==> src/rtl/hopfield_pkg.sv <==
// ---------------------------------------------------------------------------
// hopfield_pkg
// Shared definitions for the Hopfield network and its rate decoder:
//   N_NEURONS  - neuron count, used by both the network and the decoder
//   NO_WINNER  - winner_idx value reported when no neuron fired in a window
//   state_t    - decoder FSM state encoding
// ---------------------------------------------------------------------------
package hopfield_pkg;

  localparam int N_NEURONS = 7;

  localparam logic [2:0] NO_WINNER = 3'd7;

  typedef enum logic [1:0] {
    ST_IDLE   = 2'd0,
    ST_COUNT  = 2'd1,
    ST_ARGMAX = 2'd2,
    ST_REPORT = 2'd3
  } state_t;

endpackage

==> src/rtl/spike_edge_counter.sv <==
// ---------------------------------------------------------------------------
// spike_edge_counter
// Rising-edge detector plus saturating event counter for a single neuron.
// Ports:
//   clk       - clock, rising edge active
//   reset_n   - asynchronous active-low reset
//   clear     - synchronous clear of the counter (has priority over counting)
//   count_en  - when 1, a rising edge on spike increments the counter
//   spike     - held spike level from the network
//   count     - current event count, saturates at all-ones
// ---------------------------------------------------------------------------
module spike_edge_counter #(
  parameter int CNT_W = 8
) (
  input  logic             clk,
  input  logic             reset_n,
  input  logic             clear,
  input  logic             count_en,
  input  logic             spike,
  output logic [CNT_W-1:0] count
);

  localparam logic [CNT_W-1:0] CNT_ONE = CNT_W'(1);

  logic prev_r;
  logic event_s;
  logic sat_s;

  // An event is a 0->1 transition relative to the previous cycle's level.
  assign event_s = spike & ~prev_r;
  assign sat_s   = &count;

  // Previous spike level, tracked every cycle regardless of decoder state.
  always_ff @(posedge clk or negedge reset_n) begin
    if (!reset_n) begin
      prev_r <= 1'b0;
    end else begin
      prev_r <= spike;
    end
  end

  // Saturating event counter with clear priority.
  always_ff @(posedge clk or negedge reset_n) begin
    if (!reset_n) begin
      count <= '0;
    end else if (clear) begin
      count <= '0;
    end else if (count_en && event_s && !sat_s) begin
      count <= count + CNT_ONE;
    end else begin
      count <= count;
    end
  end

endmodule

==> src/rtl/spike_rate_decoder.sv <==
// ---------------------------------------------------------------------------
// spike_rate_decoder
// Counts rising spike edges per neuron over a fixed window, then scans the
// counts sequentially (one neuron per cycle, single comparator) to find the
// most active neuron. Ties go to the lowest index; an all-zero window
// reports NO_WINNER.
// Ports:
//   clk          - clock, rising edge active
//   reset_n      - asynchronous active-low reset
//   enable       - 1 runs back-to-back windows, 0 aborts / idles
//   spikes       - N held spike levels
//   winner_idx   - index of the winning neuron (NO_WINNER if none)
//   winner_count - spike count of the winning neuron
//   active_mask  - bit i set when neuron i reached THRESH events
//   result_valid - one-cycle pulse when the three results above update
//   busy         - 1 while a window is in progress
// ---------------------------------------------------------------------------
module spike_rate_decoder
  import hopfield_pkg::*;
#(
  parameter int N      = N_NEURONS,
  parameter int WINDOW = 64,
  parameter int CNT_W  = 8,
  parameter int THRESH = 2
) (
  input  logic             clk,
  input  logic             reset_n,
  input  logic             enable,
  input  logic [N-1:0]     spikes,
  output logic [2:0]       winner_idx,
  output logic [CNT_W-1:0] winner_count,
  output logic [N-1:0]     active_mask,
  output logic             result_valid,
  output logic             busy
);

  localparam logic [15:0]      WIN_LAST  = 16'(WINDOW - 1);
  localparam logic [2:0]       SCAN_LAST = 3'(N - 1);
  localparam logic [CNT_W-1:0] THRESH_C  = CNT_W'(THRESH);

  state_t state_r;
  state_t next_state_s;

  logic [15:0]           wcnt_r;
  logic [2:0]            scan_idx_r;
  logic [2:0]            best_idx_r;
  logic [CNT_W-1:0]      best_cnt_r;
  logic [N-1:0][CNT_W-1:0] counts_s;
  logic [CNT_W-1:0]      cur_cnt_s;
  logic [N-1:0]          mask_s;

  logic clear_s;
  logic count_en_s;
  logic scan_en_s;
  logic report_s;
  logic win_done_s;
  logic scan_done_s;

  assign win_done_s  = (wcnt_r == WIN_LAST);
  assign scan_done_s = (scan_idx_r == SCAN_LAST);

  // Per-neuron edge counters.
  for (genvar g = 0; g < N; g++) begin : g_cnt
    spike_edge_counter #(
      .CNT_W (CNT_W)
    ) u_cnt (
      .clk      (clk),
      .reset_n  (reset_n),
      .clear    (clear_s),
      .count_en (count_en_s),
      .spike    (spikes[g]),
      .count    (counts_s[g])
    );
  end

  // FSM state register.
  always_ff @(posedge clk or negedge reset_n) begin
    if (!reset_n) begin
      state_r <= ST_IDLE;
    end else begin
      state_r <= next_state_s;
    end
  end

  // FSM next-state logic; dropping enable aborts COUNT/ARGMAX but lets a
  // REPORT already in progress finish.
  always_comb begin
    next_state_s = ST_IDLE;
    case (state_r)
      ST_IDLE: begin
        if (enable) next_state_s = ST_COUNT;
        else        next_state_s = ST_IDLE;
      end
      ST_COUNT: begin
        if (!enable)        next_state_s = ST_IDLE;
        else if (win_done_s) next_state_s = ST_ARGMAX;
        else                next_state_s = ST_COUNT;
      end
      ST_ARGMAX: begin
        if (!enable)         next_state_s = ST_IDLE;
        else if (scan_done_s) next_state_s = ST_REPORT;
        else                 next_state_s = ST_ARGMAX;
      end
      ST_REPORT: begin
        if (enable) next_state_s = ST_COUNT;
        else        next_state_s = ST_IDLE;
      end
      default: next_state_s = ST_IDLE;
    endcase
  end

  // FSM output decode: counters clear on the edge that enters COUNT.
  always_comb begin
    clear_s    = 1'b0;
    count_en_s = 1'b0;
    scan_en_s  = 1'b0;
    report_s   = 1'b0;
    case (state_r)
      ST_IDLE:   clear_s    = (next_state_s == ST_COUNT);
      ST_COUNT:  count_en_s = 1'b1;
      ST_ARGMAX: scan_en_s  = 1'b1;
      ST_REPORT: begin
        report_s = 1'b1;
        clear_s  = (next_state_s == ST_COUNT);
      end
      default:   clear_s    = 1'b0;
    endcase
  end

  // Window cycle counter, 0..WINDOW-1 while counting.
  always_ff @(posedge clk or negedge reset_n) begin
    if (!reset_n) begin
      wcnt_r <= 16'd0;
    end else if (clear_s) begin
      wcnt_r <= 16'd0;
    end else if (count_en_s) begin
      wcnt_r <= wcnt_r + 16'd1;
    end else begin
      wcnt_r <= wcnt_r;
    end
  end

  // Select the count of the neuron currently being scanned.
  always_comb begin
    cur_cnt_s = '0;
    for (int i = 0; i < N; i++) begin
      if (scan_idx_r == 3'(i)) cur_cnt_s = counts_s[i];
      else                     cur_cnt_s = cur_cnt_s;
    end
  end

  // Threshold flags for every neuron.
  always_comb begin
    mask_s = '0;
    for (int i = 0; i < N; i++) begin
      mask_s[i] = (counts_s[i] >= THRESH_C);
    end
  end

  // Sequential argmax: strict greater-than keeps the lowest index on ties,
  // and starting from zero means an all-zero window never replaces
  // NO_WINNER.
  always_ff @(posedge clk or negedge reset_n) begin
    if (!reset_n) begin
      scan_idx_r <= 3'd0;
      best_idx_r <= NO_WINNER;
      best_cnt_r <= '0;
    end else if (count_en_s) begin
      scan_idx_r <= 3'd0;
      best_idx_r <= NO_WINNER;
      best_cnt_r <= '0;
    end else if (scan_en_s) begin
      scan_idx_r <= scan_idx_r + 3'd1;
      if (cur_cnt_s > best_cnt_r) begin
        best_idx_r <= scan_idx_r;
        best_cnt_r <= cur_cnt_s;
      end else begin
        best_idx_r <= best_idx_r;
        best_cnt_r <= best_cnt_r;
      end
    end else begin
      scan_idx_r <= scan_idx_r;
      best_idx_r <= best_idx_r;
      best_cnt_r <= best_cnt_r;
    end
  end

  // Result registers: updated only in REPORT, held otherwise.
  always_ff @(posedge clk or negedge reset_n) begin
    if (!reset_n) begin
      winner_idx   <= NO_WINNER;
      winner_count <= '0;
      active_mask  <= '0;
      result_valid <= 1'b0;
    end else if (report_s) begin
      winner_idx   <= best_idx_r;
      winner_count <= best_cnt_r;
      active_mask  <= mask_s;
      result_valid <= 1'b1;
    end else begin
      winner_idx   <= winner_idx;
      winner_count <= winner_count;
      active_mask  <= active_mask;
      result_valid <= 1'b0;
    end
  end

  // Busy flag registered from the next state so it tracks state != IDLE.
  always_ff @(posedge clk or negedge reset_n) begin
    if (!reset_n) begin
      busy <= 1'b0;
    end else begin
      busy <= (next_state_s != ST_IDLE);
    end
  end

endmodule

==> config.mk <==
export PLATFORM = sky130hd
export DESIGN_NAME = spike_rate_decoder
export DESIGN_NICKNAME = d
export VERILOG_FILES = /design/src/rtl/hopfield_pkg.sv /design/src/rtl/spike_edge_counter.sv /design/src/rtl/spike_rate_decoder.sv
export SDC_FILE = /design/constraint.sdc
export NUM_CORES = 1
export LEC_CHECK = 0
export ABC_AREA = 1
export ABC_CLOCK_PERIOD_IN_PS = 5300
export CAP_MARGIN = 20
export CORE_MARGIN = 4
export CORE_UTILIZATION = 40
export DETAILED_ROUTE_END_ITERATION = 12
export PLACE_DENSITY = 0.53
export SYNTH_ARGS = -nofsm -noshare
export SYNTH_HDL_FRONTEND = slang
export SYNTH_HIERARCHICAL = 1
export SYNTH_SLANG_ARGS = --single-unit
==> constraint.sdc <==
create_clock -name clk -period 5.3 [get_ports clk]
set_input_delay 0.795 -clock clk [delete_from_list [all_inputs] [get_ports clk]]
set_output_delay 0.795 -clock clk [all_outputs]
set_load 0.01 [all_outputs]
==> flow_results.org <==
** Status
- The run finished with clean final reports.

** Yosys
- Synth top area share :: 0.379
- Counting flops with an async set or reset pin after synthesis yields a share of 1.00.
- Fraction of the mapped netlist area in simple logic gates :: 0.384
- After synthesis, the largest family of logic cells by area is simple AND/OR/NAND/NOR gates.
- After synthesis the netlist holds a flip-flop and latch count of around 120.
- Sequential area share after synthesis :: 0.401
- Most area-consuming cells after synthesis :: sky130_fd_sc_hd__dfrtp_1 (38%), sky130_fd_sc_hd__nand2_1 (17%), sky130_fd_sc_hd__inv_1 (8.1%), sky130_fd_sc_hd__nand3_1 (6.5%), sky130_fd_sc_hd__nor2_1 (4.9%)
- In this run, synthesis inferred 0 flip-flops with an integrated enable.
- Adder-cell share of the synthesized area :: 0.0417
- Measured against the total synthesized area, the mux share comes to 0.
- The number of nets handed over by synthesis was roughly 1100.
- Count of cell types in the netlist :: 37
- Post-synthesis compound-gate area fraction :: 0.0650
- The synthesized design spends more area on one cell type than any other, namely sky130_fd_sc_hd__dfrtp_1.
- Dividing the synthesized area by the synthesized cell count gives slightly above 7 um2.
- In this run the cell area of the synthesized design comes to roughly 0.007 mm2.
- The Yosys step of the flow raised 6 warnings.
- Most used flip-flop cell after synthesis :: sky130_fd_sc_hd__dfrtp_1
- Post-synthesis instance total :: just over 1000
- Of the total synthesized cell area, the portion taken by XOR and XNOR cells is 0.0158.

** Clocking
- Buffers inserted during clock tree synthesis total 17.
- The H-tree was split into 4 levels.
- Worst-Skew Late Latency :: approximately 0.42 ns
- Number of buffers added for setup after CTS :: 0
- After clock tree synthesis, the clock-pin slew on the worst setup and hold paths is 0.05 ns.
- Cell at the root of the clock tree :: sky130_fd_sc_hd__clkbuf_16
- Buffers from clock root to sink, at most :: 2
- Clock tree from TritonCTS :: done
- Number of gates given a new drive strength after cts :: 0
- Count of clock tree sinks :: approximately 120
- In this run, post-CTS hold repair placed 0 buffers.

** STA
- Derived from the worst setup path, the maximum achievable clock frequency is between 0.3 and 0.4 GHz.
- Number of hold violations in the final report :: 0
- Share of the cycle needed by the critical path after routing :: 0.598
- Measured against its own limit, the worst slew margin works out to 0.421.
- Setup violations remaining at the end of the flow were counted as 0.
- At the pin with the least slew margin, the transition time is around 0.87 ns.
- For the final routed database, the setup TNS stands at 0 ns.
- Max Slew Vio Count :: 0
- Final setup skew :: between 0.007 and 0.008 ns
- Post-route minimum period :: about 3.2 ns
- Unrepaired setup endpoints after global routing :: no

** Global routing
- Met1 Usage GRT :: 0.264
- Entering global routing, the biggest net connects 67 pins.
- For this run, global-route usage on met3 was measured as 0.0430.
- Antenna violations before repair :: 0
- Global-route wire length before repair :: ~30 mm
- Total global-route track usage :: 0.188
- For met2 alone, demand over resource in global routing was 0.294.
- Vias in the first global route :: about 6000
- The total overflow left after global routing is 0.
- The layer flagged by global routing as most heavily used is met2.

** Cells and area
- In the final layout, flip-flops and latches occupy around 0.0029 mm2.
- Final layout net count :: ~1100
- Finished layout cell area :: 0.00836 mm2
- Area taken by multi-input logic gates :: ~0.0037 mm2
- Counting the fill cells in the layout gives around 1800.
- Of the cells placed in the final design, the portion with a size suffix greater than 1 is 0.109.
- Antenna Diode Count :: 0
- Area growth, synth to finish :: 16.2%

** Route
- Vias per cell :: a little under 5
- DRC errors left :: 0
- Post-DR wirelength/cell :: roughly 14 um
- Via count :: roughly 6300
- Initial DRC Count :: ~310
- Before antenna repair, the detailed router went through 4 iterations.
- Wires add up to roughly 18 mm.
- Once detail routing completed, the nets flagged for antenna violations numbered 0.

** Power
- Power density cells :: around 340 mW/mm2
- Leakage power summed over all cells :: roughly 4.3 nW
- Worst vdd ir :: between 0.2 and 0.25 mV

** Critical path
- Worst Setup Start Kind :: flip-flop
- STA puts the critical path data required time at ~5.7 ns.
- CP Max Fanout :: 11
- Nature of the critical path endpoint :: flip-flop
- At the worst endpoint, the arrival time is 3.52 ns.
- The worst setup path is of the flip-flop to flip-flop kind.

** Floorplan
- The die is ~140 um wide.
- Starting utilization of the core area :: 0.412
- Core footprint :: 0.0175 mm2
- FP Rows :: 48
- The die covers between 0.02 and 0.025 mm2.
- In this run the vertical extent of the chip is between 100 and 150 um.
- Pin placement for this block handled 30 I/O pins.

** Placement
- Final estimated routing congestion in global placement :: between 0.8 and 0.9
- Instance area at placement :: around 0.0078 mm2
- After legalization and detailed placement, the total HPWL measured roughly 13 mm.
- In this run the tool buffered the top-level ports with 29 buffer cells.

** Run
- Across the run, the number of max-cap violations was 0.

** Worst hold path
- Hold Crit Class :: flip-flop to flip-flop
==> synth_stat cells, types with 12 or more instances <==
library cell / number
sky130_fd_sc_hd__nor3_1: 12
sky130_fd_sc_hd__nor2_2: 17
sky130_fd_sc_hd__nor4_1: 15
sky130_fd_sc_hd__nand3_1: 94
sky130_fd_sc_hd__o21bai_1: 15
sky130_fd_sc_hd__nor2_1: 94
sky130_fd_sc_hd__a21oi_1: 26
sky130_fd_sc_hd__o21ai_0: 19
sky130_fd_sc_hd__xor2_1: 12
sky130_fd_sc_hd__dfrtp_1: 109
sky130_fd_sc_hd__nand2_2: 24
sky130_fd_sc_hd__ha_1: 24
sky130_fd_sc_hd__nand2_1: 323
sky130_fd_sc_hd__inv_1: 155
==> power breakdown <==
| part | switching [mW] | internal, mW |
|---|---|---|
| Sequential | 0.0583 | 0.954 |
| Clock | 0.406 | 0.762 |
| Combinational | 0.421 | 0.212 |
==> per-stage QoR <==
stage	hold slack [ns]	std cells	setup WS (ns)	power [mW]	util
final	0.460	1302	2.13	2.81	0.478
after global routing	0.482	1302	1.61	3.02	0.478
after CTS	0.464	1302	2.15	2.85	0.478
after detailed placement	0.456	1270	2.17	1.66	0.444
after global placement	0.452	1270	2.12	1.66	0.444
after floorplan	0.442	1022	2.47	1.49	-
==> cells by family after synthesis <==
logic type               count (synthesis)
buffers and inverters                  173
XOR/XNOR                                13
AND/OR/NAND/NOR                        617
flip-flops                             115
adder cells (fa/ha/maj)                 24
AO/OA/AOI/OAI                           80
==> critical path, cell delays in order, from the launching register on <==
cell and delay [ns]:
sky130_fd_sc_hd__dfrtp_1 0.40, sky130_fd_sc_hd__inv_1 0.12, sky130_fd_sc_hd__ha_1 0.22, sky130_fd_sc_hd__inv_1 0.14, sky130_fd_sc_hd__nor2_1 0.34, sky130_fd_sc_hd__nand2_1 0.09, sky130_fd_sc_hd__nand3_1 0.11, sky130_fd_sc_hd__nand2_1 0.07
sky130_fd_sc_hd__nand2_1 0.06, sky130_fd_sc_hd__nand2_1 0.08, sky130_fd_sc_hd__a21boi_0 0.17, sky130_fd_sc_hd__ha_1 0.27, sky130_fd_sc_hd__a21oi_1 0.16, sky130_fd_sc_hd__o21ai_0 0.09, sky130_fd_sc_hd__nand2_1 0.06, sky130_fd_sc_hd__nand2_1 0.04
sky130_fd_sc_hd__nand2_1 0.08, sky130_fd_sc_hd__nand2_1 0.11, sky130_fd_sc_hd__nand2_1 0.33, sky130_fd_sc_hd__nand2_1 0.10, sky130_fd_sc_hd__nand2_1 0.07
==> area by class of cell <==
cell class	count	share of cell area
multi-input cells	734	0.437
flip-flops and latches	115	0.345
inverters	164	0.0747
clock buffers	23	0.0608
repair buffers	32	0.0371
well taps	225	0.0337
clock inverters	9	0.0120
==> registers in the layout, summed over array words and instances (netlist names) <==
name / count
scan_idx_r: 3
best_cnt_r: 8
busy: 1
g_cnt.u_cnt/count: 56
winner_idx: 3
winner_count: 8
wcnt_r: 16
active_mask: 7
state_r: 2
best_idx_r: 3
result_valid: 1
g_cnt.u_cnt/prev_r: 7
==> cell usage in the layout, fill, tap and decap left out, drive strengths merged <==
cell type	n
nand2	354
inv	157
nor2	115
dfrtp	109
nand3	97
clkdlybuf4s50	28
a21oi	26
o21ai	26
ha	24
clkbuf	23
nor4	15
o21bai	15
nor3	12
xor2	12
clkinv	12
or2	11
nand4	10
a21boi	8
dfstp	6
buf	4
nand3b	3
bufinv	2
clkinvlp	2
o22ai	1
o21a	1
a31oi	1
xnor2	1
o31ai	1
o211ai	1
==> routing by layer <==
metal	vias to the layer above	wire, um	share of wire
li1	3286	-	-
met3	11	570	0.032
met5	-	0	0
met4	0	120	0.0068
met1	2919	8960	0.50
met2	78	8100	0.46
==> worst paths after layout <==
path,from,end,slack (ns),depth (start not counted)
worst max register to register,scan_idx_r[1],best_cnt_r[3],2.13,20
max in group asynchronous,reset_n,g_cnt[3].u_cnt/count[4],3.65,2
worst min register to register,winner_idx[2],winner_idx[2],0.46,2
min in group asynchronous,reset_n,g_cnt[1].u_cnt/count[2],0.48,1
worst max-delay path,scan_idx_r[1],best_cnt_r[3],2.13,20
worst min-delay path,winner_idx[2],winner_idx[2],0.46,2
No activity file was read; power rests on OpenSTA's default activity.
